<file path="config.mk">
export PLATFORM = sky130hd
export DESIGN_NAME = ins_fetch
export DESIGN_NICKNAME = d
export VERILOG_FILES = /design/src/rtl/ins_fetch_pkg.sv /design/src/rtl/ins_fetch_buf.sv /design/src/rtl/ins_fetch.sv
export SDC_FILE = /design/constraint.sdc
export NUM_CORES = 1
export LEC_CHECK = 0
export BUFFER_PORTS_ARGS = -buffer_cell sky130_fd_sc_hd__buf_4
export CORE_ASPECT_RATIO = 0.9
export CORE_MARGIN = 2
export CORE_UTILIZATION = 50
export CTS_CLUSTER_DIAMETER = 80
export DETAILED_ROUTE_END_ITERATION = 10
export PLACE_DENSITY = 0.79
export SYNTH_ARGS = -nofsm -noshare
export SYNTH_HDL_FRONTEND = slang
export SYNTH_SLANG_ARGS = --single-unit
</file>
<file path="constraint.sdc">
create_clock -name clk -period 2.6 [get_ports clk]
set_input_delay 0 -clock clk [delete_from_list [all_inputs] [get_ports clk]]
set_output_delay 0 -clock clk [all_outputs]
set_load 0.1 [all_outputs]
</file>
<file path="src/rtl/ins_fetch_pkg.sv">
// Shared definitions for the instruction fetch unit: FSM encoding and buffer depth.
package ins_fetch_pkg;

   typedef enum logic [1:0] {
      ST_IDLE  = 2'd0,
      ST_FETCH = 2'd1,
      ST_DONE  = 2'd2
   } fetch_state_e;

   localparam int FETCH_BUF_DEPTH = 2;

endpackage

</file>
<file path="src/rtl/ins_fetch_buf.sv">
// Two-entry FIFO of {instruction, pc} that absorbs the memory read latency.
module fetch_buf
   import ins_fetch_pkg::*;
#(
   parameter int DATA_W = 9,
   parameter int PC_W   = 8
) (
   input  logic              clk,
   input  logic              rstN,
   input  logic              push_i,
   input  logic              pop_i,
   input  logic              flush_i,
   input  logic [DATA_W-1:0] data_i,
   input  logic [PC_W-1:0]   pc_i,
   output logic [DATA_W-1:0] data_o,
   output logic [PC_W-1:0]   pc_o,
   output logic [1:0]        count_o
);

   localparam logic [1:0] DEPTH_C = 2'(FETCH_BUF_DEPTH);

   logic [DATA_W-1:0] data_q [FETCH_BUF_DEPTH];
   logic [PC_W-1:0]   pc_q   [FETCH_BUF_DEPTH];
   logic              rd_ptr_q;
   logic              wr_ptr_q;
   logic [1:0]        count_q;
   logic              do_pop;
   logic              do_push;

   assign do_pop  = pop_i & (count_q != 2'd0);
   // A full buffer may still accept a push when the head leaves in the same cycle.
   assign do_push = push_i & ((count_q != DEPTH_C) | do_pop);

   always_ff @(posedge clk) begin
      if (!rstN) begin
         for (int i = 0; i < FETCH_BUF_DEPTH; i++) begin
            data_q[i] <= '0;
            pc_q[i]   <= '0;
         end
         rd_ptr_q <= 1'b0;
         wr_ptr_q <= 1'b0;
         count_q  <= 2'd0;
      end else if (flush_i) begin
         rd_ptr_q <= 1'b0;
         wr_ptr_q <= 1'b0;
         count_q  <= 2'd0;
      end else begin
         if (do_push) begin
            data_q[wr_ptr_q] <= data_i;
            pc_q[wr_ptr_q]   <= pc_i;
            wr_ptr_q         <= wr_ptr_q + 1'b1;
         end
         if (do_pop) begin
            rd_ptr_q <= rd_ptr_q + 1'b1;
         end
         count_q <= count_q + 2'(do_push) - 2'(do_pop);
      end
   end

   assign data_o  = data_q[rd_ptr_q];
   assign pc_o    = pc_q[rd_ptr_q];
   assign count_o = count_q;

endmodule

</file>
<file path="src/rtl/ins_fetch.sv">
// Instruction fetch unit: PC, issue control and run/stop FSM feeding decode through fetch_buf.
//
// state    | meaning
// ST_IDLE  | after reset, waiting for start
// ST_FETCH | issuing reads and delivering instructions
// ST_DONE  | program ended, waiting for a restart
module ins_fetch
   import ins_fetch_pkg::*;
#(
   parameter int                    ADDR_WIDTH = 8,
   parameter int                    INS_WIDTH  = 9,
   parameter logic [ADDR_WIDTH-1:0] START_ADDR = '0
) (
   input  logic                  clk,
   input  logic                  rstN,
   input  logic                  start,
   input  logic                  end_op,
   input  logic                  jump_en,
   input  logic [ADDR_WIDTH-1:0] jump_addr,
   output logic [ADDR_WIDTH-1:0] mem_addr,
   output logic                  mem_rEn,
   input  logic [INS_WIDTH-1:0]  mem_ins,
   output logic [INS_WIDTH-1:0]  ins_out,
   output logic [ADDR_WIDTH-1:0] ins_pc,
   output logic                  ins_valid,
   input  logic                  ins_ready,
   output logic                  done
);

   fetch_state_e          state_q;
   logic [ADDR_WIDTH-1:0] pc_q;
   logic [ADDR_WIDTH-1:0] resp_pc_q;
   logic                  inflight_q;

   logic                  in_fetch;
   logic [1:0]            count;
   logic                  pop;
   logic [2:0]            occupancy;
   logic                  issue;
   logic                  flush;
   logic                  push;

   assign in_fetch  = (state_q == ST_FETCH);
   assign ins_valid = in_fetch & (count != 2'd0);
   assign pop       = ins_valid & ins_ready;

   // Reserve a buffer slot for every read in flight so the FIFO can never overflow.
   assign occupancy = {1'b0, count} + {2'b00, inflight_q} - {2'b00, pop};
   assign issue     = in_fetch & ~jump_en & ~end_op & (occupancy < 3'd2);
   assign flush     = in_fetch & (jump_en | end_op);
   assign push      = inflight_q & ~flush;

   always_ff @(posedge clk) begin
      if (!rstN) begin
         state_q    <= ST_IDLE;
         pc_q       <= START_ADDR;
         resp_pc_q  <= '0;
         inflight_q <= 1'b0;
      end else begin
         inflight_q <= issue;
         if (issue) begin
            resp_pc_q <= pc_q;
            pc_q      <= pc_q + 1'b1;
         end
         case (state_q)
            ST_IDLE, ST_DONE: begin
               if (start) begin
                  state_q <= ST_FETCH;
                  pc_q    <= START_ADDR;
               end
            end
            ST_FETCH: begin
               if (end_op) begin
                  state_q <= ST_DONE;
               end else if (jump_en) begin
                  pc_q <= jump_addr;
               end
            end
            default: state_q <= ST_IDLE;
         endcase
      end
   end

   fetch_buf #(
      .DATA_W (INS_WIDTH),
      .PC_W   (ADDR_WIDTH)
   ) u_buf (
      .clk     (clk),
      .rstN    (rstN),
      .push_i  (push),
      .pop_i   (pop),
      .flush_i (flush),
      .data_i  (mem_ins),
      .pc_i    (resp_pc_q),
      .data_o  (ins_out),
      .pc_o    (ins_pc),
      .count_o (count)
   );

   assign mem_addr = pc_q;
   assign mem_rEn  = issue;
   assign done     = (state_q == ST_DONE);

endmodule

</file>
# Word-level counts from Yosys, hierarchy flattened
# Memories as Yosys holds them, arrays and structs flattened. A register that Yosys moved wholly into a read port is not among the register bits.
# Cells that the tools add are included.
# word_totals
regBits	23
mem_bits_rw	34
input_bits	23
output_inout_bits	28
word_cells	67
n_memories	2
# classes
n_addsub	7
order_cmp	1
eq_ne	5
mux	23
bitwise	15
reduce_logical	7
# memory_table
name	depth	word_bits	rd	rd_clocked_by_memory_dff	write_ports	line	source
u_buf.data_q	2	9	1	1	2	ins_fetch_buf.sv:22	logic [DATA_W-1:0] data_q [FETCH_BUF_DEPTH];
u_buf.pc_q	2	8	1	1	2	ins_fetch_buf.sv:23	logic [PC_W-1:0] pc_q [FETCH_BUF_DEPTH];
# op_table
op	n
8-bit two-way mux	5
8-bit one-hot mux with 2 select lines	1
1-bit two-way mux	13
1-bit AND	9
9-bit two-way mux	1
9-bit OR reduction	1
8-bit by 1-bit adder with 8-bit output, second input constant	1
8-bit OR reduction	1
2-bit != test, second input constant	3
2-bit two-way mux	2
1-bit inverter	4
2-bit one-hot mux with 2 select lines	1
2-bit OR reduction	2
2-bit by 1-bit adder with 3-bit output	1
3-bit by 2-bit less-than comparator with 1-bit output, second input constant	1
3-bit by 1-bit subtractor with 3-bit output	1
1-bit adder, second input constant	2
2-bit by 1-bit adder with 2-bit output	1
2-bit by 1-bit == test with 1-bit output, second input constant	1
2-bit == test, second input constant	1
2-bit logical NOT	1
1-bit OR	2
2-bit AND reduction	1
2-bit nonzero test	1
2-bit by 1-bit subtractor with 2-bit output	1

# Logic depth before layout (Yosys ltp)
# Gate-level depths: netlist of the first run.
# logic_depth
depth_word	12
mapped_depth	11
depth_no_buf	9

# Modules after synthesis
# From an unflattened synthesis of the first run, not the netlist that was laid out.
# hier_totals
cells_unflattened	227
hier_area_um2	2646.3
# by_module_without_submodules
mod	n_inst	cells_per_inst	area_each_um2	seq_area_each_um2
fetch_buf	1	118	1739.2	1121.1
ins_fetch	1	109	907.1	380.4

# Worst setup path before layout of the first run
# OpenSTA, ideal clock, no wires.
# synth_path
path_kind	register -> output
from	register state_q[0]
to	output mem_rEn
arrival_time_ps	3048
t_required_ps	2600
setup_slack_ps	-448
path_stages_with_launch	11
n_path_buf	2
path_cell_list	dfxtp_1 -> or2b_1 -> nor3b_1 -> ha_1 -> nand2b_1 -> fa_1 -> nor2b_1 -> clkbuf_1 -> nand3_2 -> buf_4 -> inv_1
# synth_between
elab_chain_len	6
word_cells_on_any_way	8
cone_classes	add/sub (1); order compare (1); eq/ne (1); bitwise (5)
# synth_lines
element	line	source
start, declared	ins_fetch.sv:30	fetch_state_e state_q;
start signal, assigned	ins_fetch.sv:55	state_q <= ST_IDLE;
start signal, assigned	ins_fetch.sv:68	state_q <= ST_FETCH;
start signal, assigned	ins_fetch.sv:74	state_q <= ST_DONE;
2-bit by 1-bit == test with 1-bit output (*)	ins_fetch.sv:43	assign in_fetch = (state_q == ST_FETCH);
1-bit AND	ins_fetch.sv:44	assign ins_valid = in_fetch & (count != 2'd0);
1-bit AND	ins_fetch.sv:45	assign pop = ins_valid & ins_ready;
3-bit by 1-bit subtractor with 3-bit output	ins_fetch.sv:48	assign occupancy = {1'b0, count} + {2'b00, inflight_q} - {2'b00, pop};
3-bit by 2-bit less-than comparator with 1-bit output	ins_fetch.sv:49	assign issue = in_fetch & ~jump_en & ~end_op & (occupancy < 3'd2);
1-bit AND (*)	ins_fetch.sv:49	
end, declared	ins_fetch.sv:21	output logic mem_rEn,
# Every way passes the cells marked *; elsewhere a longest branch is shown, timed or not.

# Worst setup path after layout of the first run
# Ends and elaborated chain as after synthesis.

==> metrics.txt, run 1 <==
Crit path depth 10; CTS Root Cell clkbuf_8; Slowest-stage cell, CP fa_1; #FFs+latches synth 58; Synth Cell Area around 2700 um^2; P_int 1.52 mW; die height between 70 and 80 um; mux cell area share after synthesis 10.3%; DIE AREA about 6000 um^2; Critical path origin state_q[0]$_SDFFE_PN0P_; clock latency on the worst-skew pair between 300 and 400 ps; Crit Path Max Fanout 3; area share of xor/xnor cells in the synthesized design 2.85%; port bufs 50; WP data arrival between 2000 and 3000 ps; Psw ~530 uW; r2r endpoint resp_pc_q[0]$_SDFFE_PN0N_; TNS Setup 0 ps; Comb power frac between 10% and 20%; Max clock buf depth 2; htree depth 3; R2R Path Start state_q[0]$_SDFFE_PN0P_; routed wire length around 5400 um; GP Congestion slightly below 0.9; Clock Power Share between 30% and 40%; CP peak stage delay around 480 ps; cells on worst reg2reg path 11; post-synthesis sequential area ratio between 50 and 60%; Reg power frac between 40% and 50%; DRC Markers 0; number of enable flip-flop cells after synthesis 34; Adder-Cell Fraction of Synth Area 2.58%; simple logic cell fraction of the synthesized area between 20% and 30%; IO Count 51; Static Leak 1.60 nW; Compound-Gate Fraction of Synth Area 3.73%; Power, Total a little over 2 mW; Syn Nets between 200 and 300; DR vias/cell between 5 and 6; yosys warns 0; Layout Nets 352; initial antenna violation count 0; Post-synth ARST share 0%; Worst Path Required between 2000 and 3000 ps; Clock Pin Slew Worst Setup and Hold Paths about 60 ps; Max VDD drop about 400 uV; first-pass GRT wire length approximately 8500 um; Slew Viols, Final 0; average cell area after synthesis between 10 and 15 um^2; kind of critical path reg2out; fin crit period 2580 ps; unrepaired setup endpoints after global routing true; fillers approximately 360; Distinct cells, synth 43; largest family of logic cells by synthesized area simple AND/OR/NAND/NOR gates; vias in the first global route about 1900; switch share about a quarter; most frequent CP cell buf_12; power per cell area 565 nW/um^2; reg2reg setup slack around 40 ps; CTS tree done; Buf/Inv on CP 3; Starting Density roughly half; Final HPWL DP around 3600 um; Rows 25; Slew Limit Headroom between 40% and 50%; core area 5260 um^2; fin crit share 99.2%; Fin. Hold Viols 0; DR vias a little over 2000; sequence of cells on the critical path or2b_1, nor3b_2, ha_1, nand2b_4, fa_1, nor2b_4, nand3_4, buf_12, clkinvlp_4, buf_12; Die Wd 81.7 um; Startpoint Class register; DR pass1 iterations 7; Syn Inst Count between 200 and 250; DR iter-0 viols around 140; CP endpoint kind output port; DR WL/cell around 14 um; CTS Buf Count 9; Routed Antenna Nets 0; worst-margin pin slew between 700 and 800 ps; grt ovf 0; CTS sink cnt 58; Fin Hold WS ~54 ps; max-cap violations 0; Clock Skew about 8 ps; final setup fails 0; pin count of the biggest net entering global routing 32; CP endpoint mem_rEn; status finished clean; # diodes 0; ys flop type edfxtp_1; max frequency between 0.3 and 0.4 GHz; synthesis-to-layout area growth 33.8%; layout cell share with drive strength beyond 1 around 32%; gr usage total between 10% and 20%; Hold Path Class in2reg; Top Family by Delay on Critical Path simple AND/OR/NAND/NOR gates
worst register-to-register path, cell delays in order (launching register included):
cell and delay [ps]:
dfxtp_2 320, or2b_1 250, nor3b_2 180, ha_1 240, nand2b_4 140, fa_1 480
nor2b_4 170, nand3_4 100, buf_12 160, buf_4 160, mux2i_1 180, nor2_1 70
per-layer routing:
layer,share of wire (%),vias up,track usage (%)
li1,-,1031,-
met1,45,943,23.8
met2,48,62,30.7
met3,5.8,6,6.07
met4,1.0,0,8.52
met5,0,-,0
synthesized netlist by cell type, types with 3 or more instances:
| cell type | instances | area, um^2 |
|---|---|---|
| ha_1 | 4 | 50.1 |
| nand3_1 | 8 | 40.0 |
| nand2_1 | 18 | 67.6 |
| dfxtp_1 | 24 | 480 |
| a21oi_1 | 3 | 15.0 |
| a22o_1 | 4 | 35.0 |
| nor2b_1 | 4 | 25.0 |
| inv_1 | 7 | 26.3 |
| and3_1 | 20 | 125 |
| nor2_1 | 38 | 143 |
| nand4_1 | 5 | 31.3 |
| edfxtp_1 | 34 | 1020 |
| mux2i_1 | 9 | 90.1 |
| mux2_2 | 17 | 191 |
| xnor2_1 | 6 | 52.6 |
| clkbuf_1 | 7 | 26.3 |
| nand2b_1 | 3 | 18.8 |
through the flow:
stage                     instances  util (%)  cell area, um^2  setup WS (ps)
final                           395      69.2             3640           21.9
after global routing            395      69.2             3640          -86.9
after CTS                       394      68.8             3620           3.49
after detailed placement        360      61.6             3240           33.2
after global placement          360      61.6             3240           91.8
after floorplan                 242         -             2740           21.4
layout by cell type, fill, tap and decap left out, types with 9 or more instances in the layout:
master and count:
clkbuf_8 9, and3_1 20, edfxtp_1 34, nand2_1 18, nor2_1 38, dfxtp_1 23, buf_4 63, mux2_2 17
dlygate4sd3_1 17, mux2i_1 9
registers in the layout (all words and copies together), names as in the netlist, named ones only:
register / cells
mem_addr: 8
u_buf.wr_ptr_q: 1
inflight_q: 1
u_buf.data_q: 18
u_buf.count_o: 2
u_buf.pc_q: 16
u_buf.rd_ptr_q: 1
resp_pc_q: 8
state_q: 2
logic make-up (layout without fill, tap and decap cells):
group | after synthesis | in the layout
buf+inv | 19 | 105
xor+xnor | 8 | 8
fa+ha+maj | 5 | 5
flops | 58 | 58
simple gates | 113 | 113
mux | 26 | 26
compound gates | 13 | 13
power by group through the flow:
stage	clock network (mW)	logic (mW)	registers, mW
6_report	0.754	0.292	1.01
2_1_floorplan	0	0.166	1.05
5_1_grt	0.807	0.307	1.01
4_1_cts	0.768	0.290	1.01
3_3_place_gp	0	0.263	1.03
3_5_place_dp	0	0.265	1.03
layout make-up:
type / count / area, um^2 / area share [%]
Multi-Input combinational cell: 165 / 1160 / 31.9
Tap cell: 67 / 83.8 / 2.30
Sequential cell: 58 / 1500 / 41.3
Clock inverter: 5 / 46.3 / 1.27
Inverter: 8 / 33.8 / 0.928
Clock buffer: 10 / 128 / 3.51
Timing Repair Buffer: 82 / 683 / 18.8
worst min-delay path by stage:
| stage | startpoint | endpoint | slack, ps | depth (start not counted) |
|---|---|---|---|---|
| floorplan | jump_addr[6] | mem_addr[6]$_SDFF_PN0_ | 110 | 2 |
| global placement | jump_addr[2] | mem_addr[2]$_SDFF_PN0_ | 220 | 2 |
| detailed placement | jump_addr[6] | mem_addr[6]$_SDFF_PN0_ | 220 | 3 |
| CTS | end_op | state_q[0]$_SDFFE_PN0P_ | 30 | 4 |
| global route | end_op | state_q[0]$_SDFFE_PN0P_ | 70 | 4 |
| finish | end_op | state_q[0]$_SDFFE_PN0P_ | 50 | 4 |
repair_timing:
action,CTS,global route
endpoints found under the setup margin,1,10
buffers inserted,2,1
hold endpoints to repair,23,0
gates resized for setup,5,2
hold buffers,17,0
pin swaps,1,2
(Power assumes the default switching activity.)
==> inputs of run 2 (changes only) <==
--- a/config.mk
+++ b/config.mk
@@ -6,7 +6,7 @@
 export NUM_CORES = 1
 export LEC_CHECK = 0
 export BUFFER_PORTS_ARGS = -buffer_cell sky130_fd_sc_hd__buf_4
-export CORE_ASPECT_RATIO = 0.9
+export CORE_ASPECT_RATIO = 0.8
 export CORE_MARGIN = 2
 export CORE_UTILIZATION = 50
 export CTS_CLUSTER_DIAMETER = 80
==> metrics.txt, run 2 (same netlist as run 1, synthesis figures left out) <==
status finished with violations; violated checks negative setup slack; Cells after DPL between 300 and 400; CTS Buf Count 9; DRC Markers 0; CTS Root Cell clkbuf_8; fin crit share 101%; CP endpoint kind register; Starting Density about 53%; grt ovf 0; final setup fails 2; max frequency about 0.38 GHz; core area 5120 um^2; Static Leak about 1.6 nW; Die Wd a little under 90 um; Hold Path Class in2reg; WP data arrival 2890 ps; R2R Path Start state_q[0]$_SDFFE_PN0P_; DR iter-0 viols roughly 140; Critical path origin state_q[0]$_SDFFE_PN0P_; DR WL/cell around 15 um; first-pass GRT wire length 8940 um; vias in the first global route around 1900; layout cell share with drive strength beyond 1 ~33%; Biggest register u_buf.data_q; clock latency on the worst-skew pair between 300 and 400 ps; routed wire length roughly 5700 um; Slew Limit Headroom a little under half; Fin. Hold Viols 0; die height between 60 and 70 um; Worst Path Required 2860 ps; Largest regs u_buf.data_q x18, u_buf.pc_q x16; DR vias/cell about 5.3; commonest non-fill, non-tap cell in the layout buf_4; fillers 362; DR pass1 iterations 4; Rows 23; unrepaired setup endpoints after global routing true; Final HPWL DP ~3800 um; Slew Viols, Final 0; IO Count 51; port bufs 50; Clock Pin Slew Worst Setup and Hold Paths around 70 ps; Crit Path Max Fanout 7; initial antenna violation count 0; max FFs per register 18; min-delay src mem_ins[8]; DR vias 2068; # diodes 0; Clock Skew between 5 and 6 ps; Max clock buf depth 2; Layout Nets ~350; worst-margin pin slew between 700 and 800 ps; Startpoint Class register; PnR worst setup slack -20.7 ps; htree depth 3; GP Congestion 0.849; pin count of the biggest net entering global routing 32; Post-Layout Cell Count just under 400; CTS tree done; pre-CTS setup slack -4.75 ps; kind of critical path reg2reg; max-cap violations 0; Routed Antenna Nets 0; fin crit period roughly 2600 ps; CTS sink cnt 58; post-layout util a little under three quarters; DIE AREA about 6000 um^2; Max VDD drop between 200 and 300 uV; power per cell area around 600 nW/um^2; gr usage total between 10% and 20%; synthesis-to-layout area growth 33.7%; most frequent cells in the layout buf_4 (63), nor2_1 (38), edfxtp_1 (34), dfxtp_1 (23), and3_1 (20)
==> run 2: cell types whose count changed in the layout (fill, tap and decap cells not counted), sizes merged <==
| cell | change |
|---|---|
| dlygate4sd3 | -3 |
| bufinv | +1 |
| clkinv | -1 |
| clkinvlp | +1 |
==> run 2: final timing paths <==
kind	endpoint	slack (ps)	cells after the start
worst min register to register	u_buf.wr_ptr_q$_SDFFE_PP0P_	490	2
worst max-delay path	mem_addr[6]$_SDFF_PN0_	-20	10
worst min-delay path	u_buf.data_q[1][8]$_SDFFCE_PN0P_	10	3
worst max register to register	mem_addr[6]$_SDFF_PN0_	-20	10
==> run 2: critical path: stages, from the launching register on <==
cell	delay, ps
dfxtp_2	320
or2b_1	240
nor3b_2	160
ha_1	250
nand2b_4	140
fa_1	400
xnor2_2	240
buf_4	200
nand4_1	130
or3b_1	390
nand3_1	90
==> run 2: repair_timing <==
action	CTS	global route
cloned	0	0
hold buffers	14	0
buffers inserted	4	0
hold endpoints to repair	17	0
gates resized for setup	6	1
pin swaps	1	0
endpoints found under the setup margin	2	5
==> run 2: power by group <==
| group | internal, mW | switching, mW | total, mW | leakage (nW) |
|---|---|---|---|---|
| Clock | 0.533 | 0.346 | 0.879 | 0.104 |
| Combinational | 0.0949 | 0.193 | 0.288 | 0.952 |
| Sequential | 0.996 | 0.0122 | 1.01 | 0.546 |
==> run 2: layout make-up <==
type	count	area (um^2)	area share [%]
Sequential cell	58	1500	41.3
Multi-Input combinational cell	165	1160	31.9
Timing Repair Buffer	79	653	18.0
Clock buffer	10	128	3.51
Clock inverter	6	81.3	2.24
Tap cell	62	77.6	2.13
Inverter	8	33.8	0.929
==> run 2: stage by stage <==
stage	hold WS [ps]	total power, mW	cell area, um^2	TNS [ps]
final	14.8	2.17	3640	-23.2
after global routing	15.2	2.25	3640	-216
after CTS	0.955	2.18	3630	-11.1
after detailed placement	205	1.29	3220	-4.75
after global placement	210	1.29	3220	0
after floorplan	109	1.21	2740	0
==> run 2: routing by layer <==
metal  part of all wire [%]  global-route usage [%]
met1                     45                    24.7
met4                   0.97                    6.08
met5                      0                       0
met3                    6.2                    7.45
met2                     48                    29.9
